File: src/rtl/sdram_ch2_arbiter.sv
// Three-requester round-robin front end for the secondary SDRAM channel.
// Turns one-cycle strobes into the level-held ch2 handshake.
module sdram_ch2_arbiter #(
  parameter int RD_DATA_DELAY = 12,
  parameter int TIMEOUT       = 255
) (
  input  logic        clk,
  input  logic        reset,
  input  logic        mem_ready,
  input  logic [20:0] p0_addr,
  input  logic [15:0] p0_din,
  input  logic [1:0]  p0_wr,
  input  logic        p0_rd,
  output logic [15:0] p0_dout,
  output logic        p0_busy,
  input  logic [20:0] p1_addr,
  input  logic [15:0] p1_din,
  input  logic [1:0]  p1_wr,
  input  logic        p1_rd,
  output logic [15:0] p1_dout,
  output logic        p1_busy,
  input  logic [20:0] p2_addr,
  input  logic [15:0] p2_din,
  input  logic [1:0]  p2_wr,
  input  logic        p2_rd,
  output logic [15:0] p2_dout,
  output logic        p2_busy,
  output logic [20:0] ch2_addr,
  output logic [15:0] ch2_din,
  output logic [1:0]  ch2_wr,
  output logic        ch2_rd,
  input  logic [15:0] ch2_dout,
  input  logic        ch2_rdy,
  output logic        err,
  output logic [2:0]  dbg_state
);

  localparam int TW = $clog2(TIMEOUT + 1);
  localparam int DW = (RD_DATA_DELAY > 1) ? $clog2(RD_DATA_DELAY) : 1;
  localparam logic [TW-1:0] T_LAST = TW'(TIMEOUT - 1);
  localparam logic [DW-1:0] D_LOAD = DW'(RD_DATA_DELAY - 1);

  typedef enum logic [2:0] {
    S_IDLE  = 3'd0,
    S_ISSUE = 3'd1,
    S_WAIT  = 3'd2,
    S_RDLY  = 3'd3,
    S_DONE  = 3'd4,
    S_GAP   = 3'd5
  } state_t;

  typedef struct packed {
    logic [20:0] addr;
    logic [15:0] din;
    logic [1:0]  wr;
    logic        rd;
  } slot_t;

  state_t        state;
  slot_t         slot [3];
  logic [2:0]    pend;
  logic [15:0]   dout_r [3];
  logic [1:0]    last_grant;
  logic [1:0]    cur;
  logic [TW-1:0] tcnt;
  logic [DW-1:0] dcnt;

  logic [20:0] in_addr [3];
  logic [15:0] in_din [3];
  logic [1:0]  in_wr [3];
  logic [2:0]  in_rd;
  logic [2:0]  stb;

  always_comb begin
    in_addr[0] = p0_addr;
    in_addr[1] = p1_addr;
    in_addr[2] = p2_addr;
    in_din[0]  = p0_din;
    in_din[1]  = p1_din;
    in_din[2]  = p2_din;
    in_wr[0]   = p0_wr;
    in_wr[1]   = p1_wr;
    in_wr[2]   = p2_wr;
    in_rd      = {p2_rd, p1_rd, p0_rd};
    for (int i = 0; i < 3; i++) begin
      stb[i] = in_rd[i] | (|in_wr[i]);
    end
  end

  // Scan from farthest to nearest so the port right after last_grant wins.
  logic [1:0] gnt;
  logic [1:0] cand;
  logic       gnt_ok;

  always_comb begin
    gnt    = 2'd0;
    cand   = 2'd0;
    gnt_ok = 1'b0;
    for (int k = 3; k >= 1; k--) begin
      cand = 2'((32'(last_grant) + 32'(k)) % 32'd3);
      if (pend[cand]) begin
        gnt    = cand;
        gnt_ok = 1'b1;
      end
    end
  end

  always_ff @(posedge clk) begin
    if (reset) begin
      state      <= S_IDLE;
      ch2_addr   <= '0;
      ch2_din    <= '0;
      ch2_wr     <= '0;
      ch2_rd     <= 1'b0;
      err        <= 1'b0;
      pend       <= '0;
      last_grant <= 2'd2;
      cur        <= 2'd0;
      tcnt       <= '0;
      dcnt       <= '0;
      for (int i = 0; i < 3; i++) begin
        slot[i]   <= '0;
        dout_r[i] <= 16'hFFFF;
      end
    end else begin
      for (int i = 0; i < 3; i++) begin
        if (stb[i] && !pend[i]) begin
          slot[i].addr <= in_addr[i];
          slot[i].din  <= in_din[i];
          slot[i].wr   <= in_wr[i];
          slot[i].rd   <= in_rd[i] & ~(|in_wr[i]);
          pend[i]      <= 1'b1;
        end
      end
      case (state)
        S_IDLE: begin
          if (mem_ready && gnt_ok) begin
            ch2_addr   <= slot[gnt].addr;
            ch2_din    <= slot[gnt].din;
            ch2_wr     <= slot[gnt].wr;
            ch2_rd     <= slot[gnt].rd;
            cur        <= gnt;
            last_grant <= gnt;
            tcnt       <= '0;
            state      <= S_ISSUE;
          end
        end
        S_ISSUE, S_WAIT: begin
          tcnt <= tcnt + 1'b1;
          if (state == S_ISSUE && !ch2_rdy) begin
            state <= S_WAIT;
          end else if (state == S_WAIT && ch2_rdy) begin
            if (ch2_rd) begin
              dcnt  <= D_LOAD;
              state <= S_RDLY;
            end else begin
              ch2_wr <= '0;
              state  <= S_DONE;
            end
          end else if (tcnt == T_LAST) begin
            err <= 1'b1;
            if (ch2_rd) dout_r[cur] <= 16'hFFFF;
            ch2_wr <= '0;
            ch2_rd <= 1'b0;
            state  <= S_DONE;
          end
        end
        S_RDLY: begin
          if (dcnt == '0) begin
            dout_r[cur] <= ch2_dout;
            ch2_rd      <= 1'b0;
            state       <= S_DONE;
          end else begin
            dcnt <= dcnt - 1'b1;
          end
        end
        S_DONE: begin
          pend[cur] <= 1'b0;
          state     <= S_GAP;
        end
        S_GAP: state <= S_IDLE;
        default: state <= S_IDLE;
      endcase
    end
  end

  assign p0_busy   = pend[0];
  assign p1_busy   = pend[1];
  assign p2_busy   = pend[2];
  assign p0_dout   = dout_r[0];
  assign p1_dout   = dout_r[1];
  assign p2_dout   = dout_r[2];
  assign dbg_state = state;

endmodule

File: config.mk
export PLATFORM = sky130hd
export DESIGN_NAME = sdram_ch2_arbiter
export DESIGN_NICKNAME = d
export VERILOG_FILES = /design/src/rtl/sdram_ch2_arbiter.sv
export SDC_FILE = /design/constraint.sdc
export NUM_CORES = 1
export LEC_CHECK = 0
export ABC_AREA = 1
export BUFFER_PORTS_ARGS = -buffer_cell sky130_fd_sc_hd__buf_2
export CORE_ASPECT_RATIO = 1.5
export CORE_MARGIN = 2
export CORE_UTILIZATION = 25
export DETAILED_ROUTE_END_ITERATION = 6
export GPL_TIMING_DRIVEN = 0
export PLACE_DENSITY = 0.54
export REMOVE_ABC_BUFFERS = 1
export SYNTH_ARGS = -nofsm -noshare
export SYNTH_HDL_FRONTEND = slang
export SYNTH_SLANG_ARGS = --single-unit
File: constraint.sdc
create_clock -name clk -period 2.45 [get_ports clk]
set_clock_uncertainty 0.2 [all_clocks]
set_input_delay 0.49 -clock clk [delete_from_list [all_inputs] [get_ports clk]]
set_output_delay 0.49 -clock clk [all_outputs]
set_load 0.05 [all_outputs]
==> qor.yml, run 1 <==
postCtsHoldBufs: 0
hold-path-cell-count: 3
critPathLaunch: "dbg_state[0]"
yosysTopAreaCell: "sky130_fd_sc_hd__edfxtp_1"
die_x_um: 165.2
postSynthCellCount: 988
final.setup.tns_ns: 0
drcViolationCount: 0
startpoint_type: "flip-flop"
ant_nets: 0
synthDistinctLibCells: 37
global_route_total_overflow: 0
post_synth_design_cell_area_mm2: 0.009747
r2r.worst_path.cells: 11
finalHoldViolations: 0
period_needed_ns: 2.436
place_hpwl_um: 17630
fin_crit_sh_pct: 99.44
total_power_divided_by_cell_area_mw_per_mm2: 1249
async_reset_ff_share_pct: 0
regArea_mm2: 0.006305
num_rows: 88
post_route_cells_drive_above_1_share_pct: 29.35
finalNonFillerCells: 1766
placeableCoreArea_mm2: 0.03843
starting_density_pct: 25.36
io_buffers: 234
tritoncts.num_buffers: 23
ys_seq_area_share_pct: 64.49
ir_drop_uv: 822.0
max_cap_viol_count: 0
die_outline_area_mm2: 0.04062
area.growth.synth_to_final_pct: 33.65
critPathRequiredTime_ns: 2.49
rsz0062_at_grt: "yes"
cts_num_sinks: 230
place_worst_setup_slack_ns: -2.152
crit_path_end_kind: "flip-flop"
finalMaxSlewViolations: 0
first_global_vias: 7672
cts.reportedPaths.clkPinSlew_ns: 0.06
crit_arrival_ns: 2.48
wl_um: 30270
ctsRootBufferMaster: "sky130_fd_sc_hd__clkbuf_16"
max_transition_margin_pct: 45.19
multi_input_comb_area_mm2: 0.002815
first_pass_grt_wire_length_um: 43920
leakagePower_nw: 5.613
synthesis.yosys.warnings: 0
synth_flop_cell: "sky130_fd_sc_hd__edfxtp_1"
fillers: 3929
cp_max_fo: 6
h-tree-depth: 1
clock_path_buffers: 3
dr_total_vias: 7684
r2r-end: "dout_r[2][12]"
number_of_antenna_violations_at_the_first_check_in_global_routing: 3
hp-class: "in2reg"
grt_start_max_net_pins: 66
ys_seq_elements: 230
avgRoutedWirePerCell_um: 17.14
post-place-cells: 1681
r2r-start: "dbg_state[0]"
finalWorstSetupSlack_ns: 0.01371
vias_per_inst: 4.351
fp.dieH_um: 245.8
drtIter0Drc: 319
maximum_frequency_from_static_timing_analysis_mhz: 410.5
synth_enable_flop_cells: 168
worst_setup_path_endpoint: "dout_r[2][12]"
tritoncts: "yes"
clock_latency_reported_for_the_late_side_of_the_worst_skew_pair_ns: 0.52
post_synth.cell_area_avg_um2: 9.865
io-pin-count: 235
antenna_cell_count: 0
place_congestion: 0.7573
drtPass1Iterations: 4
setup.worst_path.class: "reg2reg"
ff2ff_setup_slack_ns: 0.01
fin_nets: 1402
synthDominantCellAreaShare_pct: 51.76
run_status: "completed"
worst_pin_slew_ns: 0.8212
synth_top_cells_by_area: "sky130_fd_sc_hd__edfxtp_1, sky130_fd_sc_hd__dfxtp_1, sky130_fd_sc_hd__inv_1"
setup_viol_count_final: 0
grt_util_overall_pct: 14.43
[registers in the layout, summed over array words and instances (netlist names)]
register and cells:
ch2_addr 21, ch2_din 16, ch2_rd 1, ch2_wr 2, cur 1, dbg_state 3
dcnt 4, dout_r 48, err 1, last_grant 2, pend 3, slot 120
tcnt 8
[through the flow]
stage	instance area, µm²	hold WS [ns]	util, %	total power [mW]
floorplan	9554	0.2260	-	9.100
global placement	11340	0.2427	29.52	9.917
detailed placement	11500	0.2464	29.93	10.95
CTS	12730	0.02390	33.13	16.12
global route	13030	0.04620	33.90	17.23
finish	13030	0.05028	33.90	16.26
[final cells by class]
cell class | instances | share of cell area (%)
sequential | 230 | 48.40
multi-input combinational | 520 | 21.61
timing repair buffer | 279 | 14.10
inverter | 201 | 5.869
clock buffer | 34 | 4.812
tap | 495 | 4.755
clock inverter | 7 | 0.4514
[placed cells by master, fill, tap and decap left out, types with 7 or more instances in the layout]
master                      netlist  routed
sky130_fd_sc_hd__nor2_1         158     150
sky130_fd_sc_hd__clkbuf_1        29      10
sky130_fd_sc_hd__o21ai_0          7       7
sky130_fd_sc_hd__o211ai_1        38      38
sky130_fd_sc_hd__clkbuf_16        0      26
sky130_fd_sc_hd__nand3_1         22      19
sky130_fd_sc_hd__dfxtp_1         62      55
sky130_fd_sc_hd__a21oi_1         53      52
sky130_fd_sc_hd__inv_1          194     191
sky130_fd_sc_hd__buf_2            7     233
sky130_fd_sc_hd__a22oi_1         37      34
sky130_fd_sc_hd__edfxtp_1       168     168
sky130_fd_sc_hd__buf_12           0      18
sky130_fd_sc_hd__nand2_1        152     143
sky130_fd_sc_hd__buf_4            3      21
[critical path: stages (launching register included)]
cell and delay, ns:
sky130_fd_sc_hd__dfxtp_4 0.38, sky130_fd_sc_hd__nor2_4 0.05, sky130_fd_sc_hd__inv_2 0.07, sky130_fd_sc_hd__nand2_4 0.06
sky130_fd_sc_hd__a21oi_4 0.17, sky130_fd_sc_hd__inv_2 0.07, sky130_fd_sc_hd__or2_1 0.22, sky130_fd_sc_hd__or2_4 0.25
sky130_fd_sc_hd__o21ai_2 0.15, sky130_fd_sc_hd__inv_2 0.10, sky130_fd_sc_hd__o21ai_4 0.23, sky130_fd_sc_hd__clkbuf_16 0.20
[synth_stat cells (all sizes together), types with 3 or more instances]
master,n
clkbuf,29
dfxtp,62
a21oi,54
or2,4
nor2,160
nor4,3
o21ai,12
nand2,155
o211ai,38
buf,13
a22oi,37
nand3,23
o22ai,4
inv,199
nand4,6
ha,7
edfxtp,168
nor3,3
[worst min path at each step]
| stage | endpoint | startpoint | slack [ns] |
|---|---|---|---|
| final | dout_r[1][8] | ch2_dout[8] | 0.05 |
| after global routing | slot[0][17] | p0_din[14] | 0.05 |
| after CTS | dout_r[1][8] | ch2_dout[8] | 0.02 |
| after detailed placement | dcnt[0] | dcnt[0] | 0.25 |
| after global placement | dcnt[0] | dcnt[0] | 0.24 |
| after floorplan | dcnt[0] | dcnt[0] | 0.23 |
[metal layers]
layer  up-vias  GRT usage [%]  wire [µm]
met5         -              0         46
met4         6          3.555        710
met3        41          2.834       1698
met2       240          27.39      16060
met1      3643          16.24      11760
li1       3754              -          -
[timing repair]
| item | 4_1_cts | 5_1_grt |
|---|---|---|
| gates cloned | 6 | 3 |
| gates resized for setup | 41 | 24 |
| setup buffers | 18 | 17 |
| pin swaps | 9 | 9 |
| setup endpoints to repair | 371 | 162 |
[power breakdown]
group          switching (mW)  internal [mW]  leakage, nW
sequential              0.358           4.89         2.14
combinational            5.27           2.39         3.14
clock                    1.49           1.87        0.338
[cells by family (layout without fill, tap and decap cells)]
logic type	after synthesis	count (layout)	synth area share, %
xor+xnor	2	2	0.1798
compound gates	151	151	10.10
flops	230	230	64.49
fa+ha+maj	7	7	0.8985
simple gates	355	360	14.61
buf+inv	243	521	9.718
No activity file was read; power rests on OpenSTA's default activity.
==> run 2, diff against run 1 <==
ABC_AREA = default   (was 1)
==> qor.yml, run 2 <==
place_congestion: 0.7368
period_needed_ns: 2.589
ir_drop_uv: 481.1
regArea_mm2: 0.006307
starting_density_pct: 25.33
die_x_um: 165.1
max_stage_delay_ns: 0.40
final.setup.tns_ns: -3.940
setup.worst_path.class: "reg2reg"
layout_common_cells: "sky130_fd_sc_hd__buf_2, sky130_fd_sc_hd__edfxtp_1, sky130_fd_sc_hd__and2_1"
fin_nets: 1186
num_rows: 88
drcViolationCount: 0
place_hpwl_um: 18580
async_reset_ff_share_pct: 0
cts_num_sinks: 230
synthesis.yosys.warnings: 0
worst_path_max_delay_cell: "sky130_fd_sc_hd__o31a_4"
ys_seq_area_share_pct: 64.58
ys_seq_elements: 230
global_route_total_overflow: 0
postSynthCellCount: 766
finalCoreUtilization_pct: 34.96
met1_usage_pct: 16.23
leakagePower_nw: 5.171
h-tree-depth: 1
fp.dieH_um: 245.7
rsz0062_at_grt: "yes"
startpoint_type: "flip-flop"
first_global_vias: 6990
avgRoutedWirePerCell_um: 18.97
finalHoldViolations: 0
wl_um: 29550
largest_reg_flops: 120
largest_register: "slot"
tritoncts: "yes"
vias_per_inst: 4.467
final_common_cell: "sky130_fd_sc_hd__buf_2"
max_transition_margin_pct: 40.24
hold-path-cell-count: 2
drtPass1Iterations: 5
post_synth.cell_area_avg_um2: 12.71
post_synth_design_cell_area_mm2: 0.009733
synth_enable_flop_cells: 168
die_outline_area_mm2: 0.04056
critPathRequiredTime_ns: 2.72
cts.reportedPaths.clkPinSlew_ns: 0.07
synthDominantCellAreaShare_pct: 51.83
total_power_divided_by_cell_area_mw_per_mm2: 1097
maximum_frequency_from_static_timing_analysis_mhz: 386.3
first_pass_grt_wire_length_um: 42070
fin_crit_sh_pct: 105.7
crit_arrival_ns: 2.86
biggestRegsByFlops: "slot: 120 flops, dout_r: 48 flops, ch2_addr: 21 flops"
synth_flop_cell: "sky130_fd_sc_hd__edfxtp_1"
run_status: "finished, violations left"
finish.instance_area_mm2: 0.01344
clock_latency_reported_for_the_late_side_of_the_worst_skew_pair_ns: 0.53
postPlaceCellArea_mm2: 0.01159
max_cap_viol_count: 0
failed_checks: "setup timing"
synth_common_cells: "sky130_fd_sc_hd__edfxtp_1, sky130_fd_sc_hd__and2_1, sky130_fd_sc_hd__nor2_1"
hp-class: "in2reg"
post-synth-top-count-cell: "sky130_fd_sc_hd__edfxtp_1"
grtUsageMet3_pct: 1.805
ant_nets: 0
dr_total_vias: 6959
yosysTopAreaCell: "sky130_fd_sc_hd__edfxtp_1"
placeableCoreArea_mm2: 0.03843
multi_input_comb_area_mm2: 0.003557
finalWorstSetupSlack_ns: -0.1385
crit_path_cell_trace: "inv_4 > ha_4 > mux2_4 > mux2_4 > o31a_4 > a21oi_4 > buf_12 > buf_12 > a22o_1"
io_buffers: 234
met2_track_usage_gr_pct: 25.47
r2r.worst_path.cells: 9
cp_max_fo: 17
setup_viol_count_final: 40
grt_start_max_net_pins: 78
clock_path_buffers: 3
worst_pin_slew_ns: 0.8931
fillers: 3740
drtIter0Drc: 294
tritoncts.num_buffers: 24
crit_path_end_kind: "flip-flop"
globalRoute.busiestLayer: "met2"
number_of_antenna_violations_at_the_first_check_in_global_routing: 4
grt_util_overall_pct: 13.84
synthDistinctLibCells: 53
post_route_cells_drive_above_1_share_pct: 37.84
io-pin-count: 235
synth_top_cells_by_area: "sky130_fd_sc_hd__edfxtp_1, sky130_fd_sc_hd__dfxtp_1, sky130_fd_sc_hd__and2_1"
finalMaxSlewViolations: 0
ctsRootBufferMaster: "sky130_fd_sc_hd__clkbuf_16"
area.growth.synth_to_final_pct: 38.04
[run 2: cell types whose count changed after synthesis, moves of 9 or more]
cell                       before  now
sky130_fd_sc_hd__o211ai_1      38    0
sky130_fd_sc_hd__and2_1         0  119
sky130_fd_sc_hd__nand2_1      152   12
sky130_fd_sc_hd__mux2i_1        0   42
sky130_fd_sc_hd__inv_1        194    6
sky130_fd_sc_hd__or3_1          0   34
sky130_fd_sc_hd__nand3_1       22    6
sky130_fd_sc_hd__a22oi_1       37    0
sky130_fd_sc_hd__nor2_1       158   63
sky130_fd_sc_hd__a22o_1         0   39
sky130_fd_sc_hd__xnor2_1        0    9
sky130_fd_sc_hd__nor3_1         3   15
sky130_fd_sc_hd__nand2b_1       0   20
[run 2: cell type report]
type / instances / share of cell area [%]
clock inverters: 11 / 1.555
inverters: 7 / 0.2421
diodes: 6 / 0.1118
flip-flops and latches: 230 / 46.95
clock buffers: 33 / 5.252
repair buffers: 293 / 14.81
multi-input cells: 483 / 26.48
well taps: 495 / 4.610
[run 2: worst max-delay path: cells and delay by family, from the launching register on]
kind	cells	cell delay (ns)
mux	2	0.62
compound gates	3	0.72
flops	1	0.38
fa+ha+maj	1	0.18
buf+inv	3	0.39
[run 2: path summary, 6_finish.rpt]
check                                    from  slack [ns]           end
worst max register to register  last_grant[1]       -0.14  ch2_addr[11]
worst max-delay path            last_grant[1]       -0.14  ch2_addr[11]
worst min register to register    ch2_din[11]        0.28   ch2_din[11]
worst min-delay path               p0_addr[8]        0.04   slot[0][27]
[run 2: report_power, final]
part	internal, mW	total [mW]	switching (mW)	leakage (nW)
clock network	2.64	4.23	1.58	0.442
registers	4.72	5.04	0.321	2.14
logic	2.39	5.47	3.08	2.59
[run 2: logic make-up (layout without fill, tap and decap cells)]
kind of cell / count (synthesis) / count (layout) / share of synthesized area (%)
adders and majority gates: 7 / 7 / 0.8998
buffers and inverters: 56 / 344 / 2.777
and+or+nand+nor: 296 / 297 / 17.03
AOI/OAI and AO/OA: 122 / 124 / 9.063
xor gates and xnor gates: 10 / 10 / 0.8999
DFF: 230 / 230 / 64.58
other: 0 / 6 / 0
muxes: 45 / 45 / 4.744
[run 2: layer usage]
| metal | wire, µm | part of all wire, % |
|---|---|---|
| met4 | 716 | 2.4 |
| met2 | 15780 | 53 |
| met5 | 0 | 0 |
| met1 | 11790 | 40 |
| met3 | 1266 | 4.3 |
[run 2: what timing repair did]
item,in CTS,in global routing
hold buffers,1,0
resized for setup,49,35
pin swaps,31,49
buffers inserted,27,13
endpoints found under the hold margin,1,0
setup endpoints to repair,225,87
gates cloned,5,5
[run 2: metrics by stage]
step | power (mW) | cells | setup slack (ns) | hold slack (ns)
floorplan | 7.914 | 717 | -1.996 | 0.2567
finish | 14.74 | 1558 | -0.1385 | 0.03525
global route | 15.41 | 1556 | -0.1964 | 0.01444
global placement | 8.618 | 1446 | -4.835 | 0.2589
CTS | 14.36 | 1534 | -0.1182 | 0.00003447
detailed placement | 9.161 | 1457 | -0.9903 | 0.2609
==> run 3, diff against run 2 <==
HOLD_SLACK_MARGIN = 0.05   (was default)
==> qor.yml, run 3 (synthesized netlist as in run 2, its figures left out) <==
ff2ff_setup_slack_ns: -0.09
fp.dieH_um: 245.7
finalMaxSlewViolations: 0
final.setup.tns_ns: -1.919
tritoncts: "yes"
clock_path_buffers: 3
io_buffers: 234
die_x_um: 165.1
finalHoldViolations: 0
final_common_cell: "sky130_fd_sc_hd__buf_2"
vias_per_inst: 4.417
leakagePower_nw: 5.683
avgRoutedWirePerCell_um: 18.04
biggestRegsByFlops: "slot: 120 flops, dout_r: 48 flops, ch2_addr: 21 flops"
number_of_antenna_violations_at_the_first_check_in_global_routing: 2
fillers: 3617
multi_input_comb_area_mm2: 0.003540
final_hold_slack_ns: 0.06277
total_power_divided_by_cell_area_mw_per_mm2: 1014
finalNonFillerCells: 1682
grt_start_max_net_pins: 78
regArea_mm2: 0.006306
crit_arrival_ns: 2.76
maximum_frequency_from_static_timing_analysis_mhz: 393.3
die_outline_area_mm2: 0.04056
holdCritStartpoint: "p0_addr[20]"
area.growth.synth_to_final_pct: 50.35
first_global_vias: 7797
h-tree-depth: 1
first_pass_grt_wire_length_um: 44130
failed_checks: "setup timing"
hp-class: "in2reg"
place_congestion: 0.7368
worst_pin_slew_ns: 0.9136
r2r.worst_path.cells: 10
ctsRootBufferMaster: "sky130_fd_sc_hd__clkbuf_16"
starting_density_pct: 25.33
cts.reportedPaths.clkPinSlew_ns: 0.07
startpoint_type: "flip-flop"
drtIter0Drc: 334
finalWorstSetupSlack_ns: -0.09290
post-place-cells: 1457
setup.worst_path.class: "reg2reg"
critPathRequiredTime_ns: 2.67
drcViolationCount: 0
ant_nets: 0
global_route_total_overflow: 0
r2r-start: "last_grant[0]"
dr_total_vias: 7429
ir_drop_uv: 504.8
io-pin-count: 235
placeableCoreArea_mm2: 0.03843
cts_num_sinks: 230
clock_latency_reported_for_the_late_side_of_the_worst_skew_pair_ns: 0.53
largest_reg_flops: 120
max_cap_viol_count: 0
holdPathEnd: "slot[0][39]"
wl_um: 30340
finish.instance_area_mm2: 0.01463
post_route_cells_drive_above_1_share_pct: 33.56
setup_viol_count_final: 40
layout_common_cells: "sky130_fd_sc_hd__buf_2, sky130_fd_sc_hd__edfxtp_1, sky130_fd_sc_hd__dlygate4sd3_1"
drtPass1Iterations: 4
num_rows: 88
r2r-end: "ch2_rd"
postPlaceCellArea_mm2: 0.01159
place_hpwl_um: 18580
largest_register: "slot"
hold-path-cell-count: 2
crit_path_end_kind: "flip-flop"
fin_nets: 1312
max_transition_margin_pct: 38.86
grt_util_overall_pct: 14.32
cp_max_fo: 5
run_status: "finished, violations left"
fin_crit_sh_pct: 103.8
period_needed_ns: 2.543
rsz0062_at_grt: "yes"
tritoncts.num_buffers: 24
-- run 3: worst max-delay path by stage --
stage,startpoint,end,slack [ns],cells past startpoint
5_1_grt,last_grant[0],ch2_rd,-0.17,10
4_1_cts,last_grant[1],ch2_din[12],-0.12,10
6_report,last_grant[0],ch2_rd,-0.09,10
3_5_place_dp,reset,dout_r[0][0],-0.99,4
2_1_floorplan,last_grant[0],ch2_rd,-2.00,8
3_3_place_gp,last_grant[0],ch2_din[6],-4.84,7
-- run 3: final cells by class --
| class | count | area share [%] |
|---|---|---|
| inverters | 7 | 0.2223 |
| clock inverters | 11 | 1.428 |
| repair buffers | 419 | 21.95 |
| flip-flops and latches | 230 | 43.09 |
| well taps | 495 | 4.232 |
| multi-input cells | 483 | 24.19 |
| diodes | 4 | 0.06840 |
| clock buffers | 33 | 4.822 |
-- run 3: layer usage --
layer	vias up	global-route usage, %	routed length, µm
li1	3587	-	-
met1	3592	16.41	12100
met2	197	26.51	16090
met3	53	1.872	1240
met4	0	5.678	912
met5	-	0	0
-- run 3: critical path, stage by stage (launching register included) --
cell	delay (ns)
sky130_fd_sc_hd__dfxtp_4	0.40
sky130_fd_sc_hd__inv_4	0.06
sky130_fd_sc_hd__ha_4	0.17
sky130_fd_sc_hd__mux2i_2	0.16
sky130_fd_sc_hd__o2111a_1	0.30
sky130_fd_sc_hd__o32a_4	0.38
sky130_fd_sc_hd__buf_4	0.15
sky130_fd_sc_hd__buf_6	0.11
sky130_fd_sc_hd__mux2i_4	0.16
sky130_fd_sc_hd__a21oi_2	0.08
sky130_fd_sc_hd__mux2_4	0.25
-- run 3: what timing repair did --
item,4_1_cts,5_1_grt
resized for setup,49,28
pin swaps,31,51
endpoints found under the setup margin,225,87
hold buffers,125,0
buffers inserted,27,17
gates cloned,5,3
endpoints found under the hold margin,156,0
-- run 3: report_power, final --
group	internal, mW	total [mW]	leakage [nW]	switching, mW
Clock	2.64	4.22	0.442	1.58
Combinational	2.47	5.58	3.10	3.12
Sequential	4.72	5.03	2.14	0.306
-- run 3: through the flow --
stage	setup WS (ns)	utilization (%)	total power, mW
2_1_floorplan	-1.996	-	7.914
3_3_place_gp	-4.835	29.35	8.618
3_5_place_dp	-0.9903	30.16	9.161
4_1_cts	-0.1182	37.21	14.53
5_1_grt	-0.1666	38.07	15.50
6_report	-0.09290	38.08	14.83
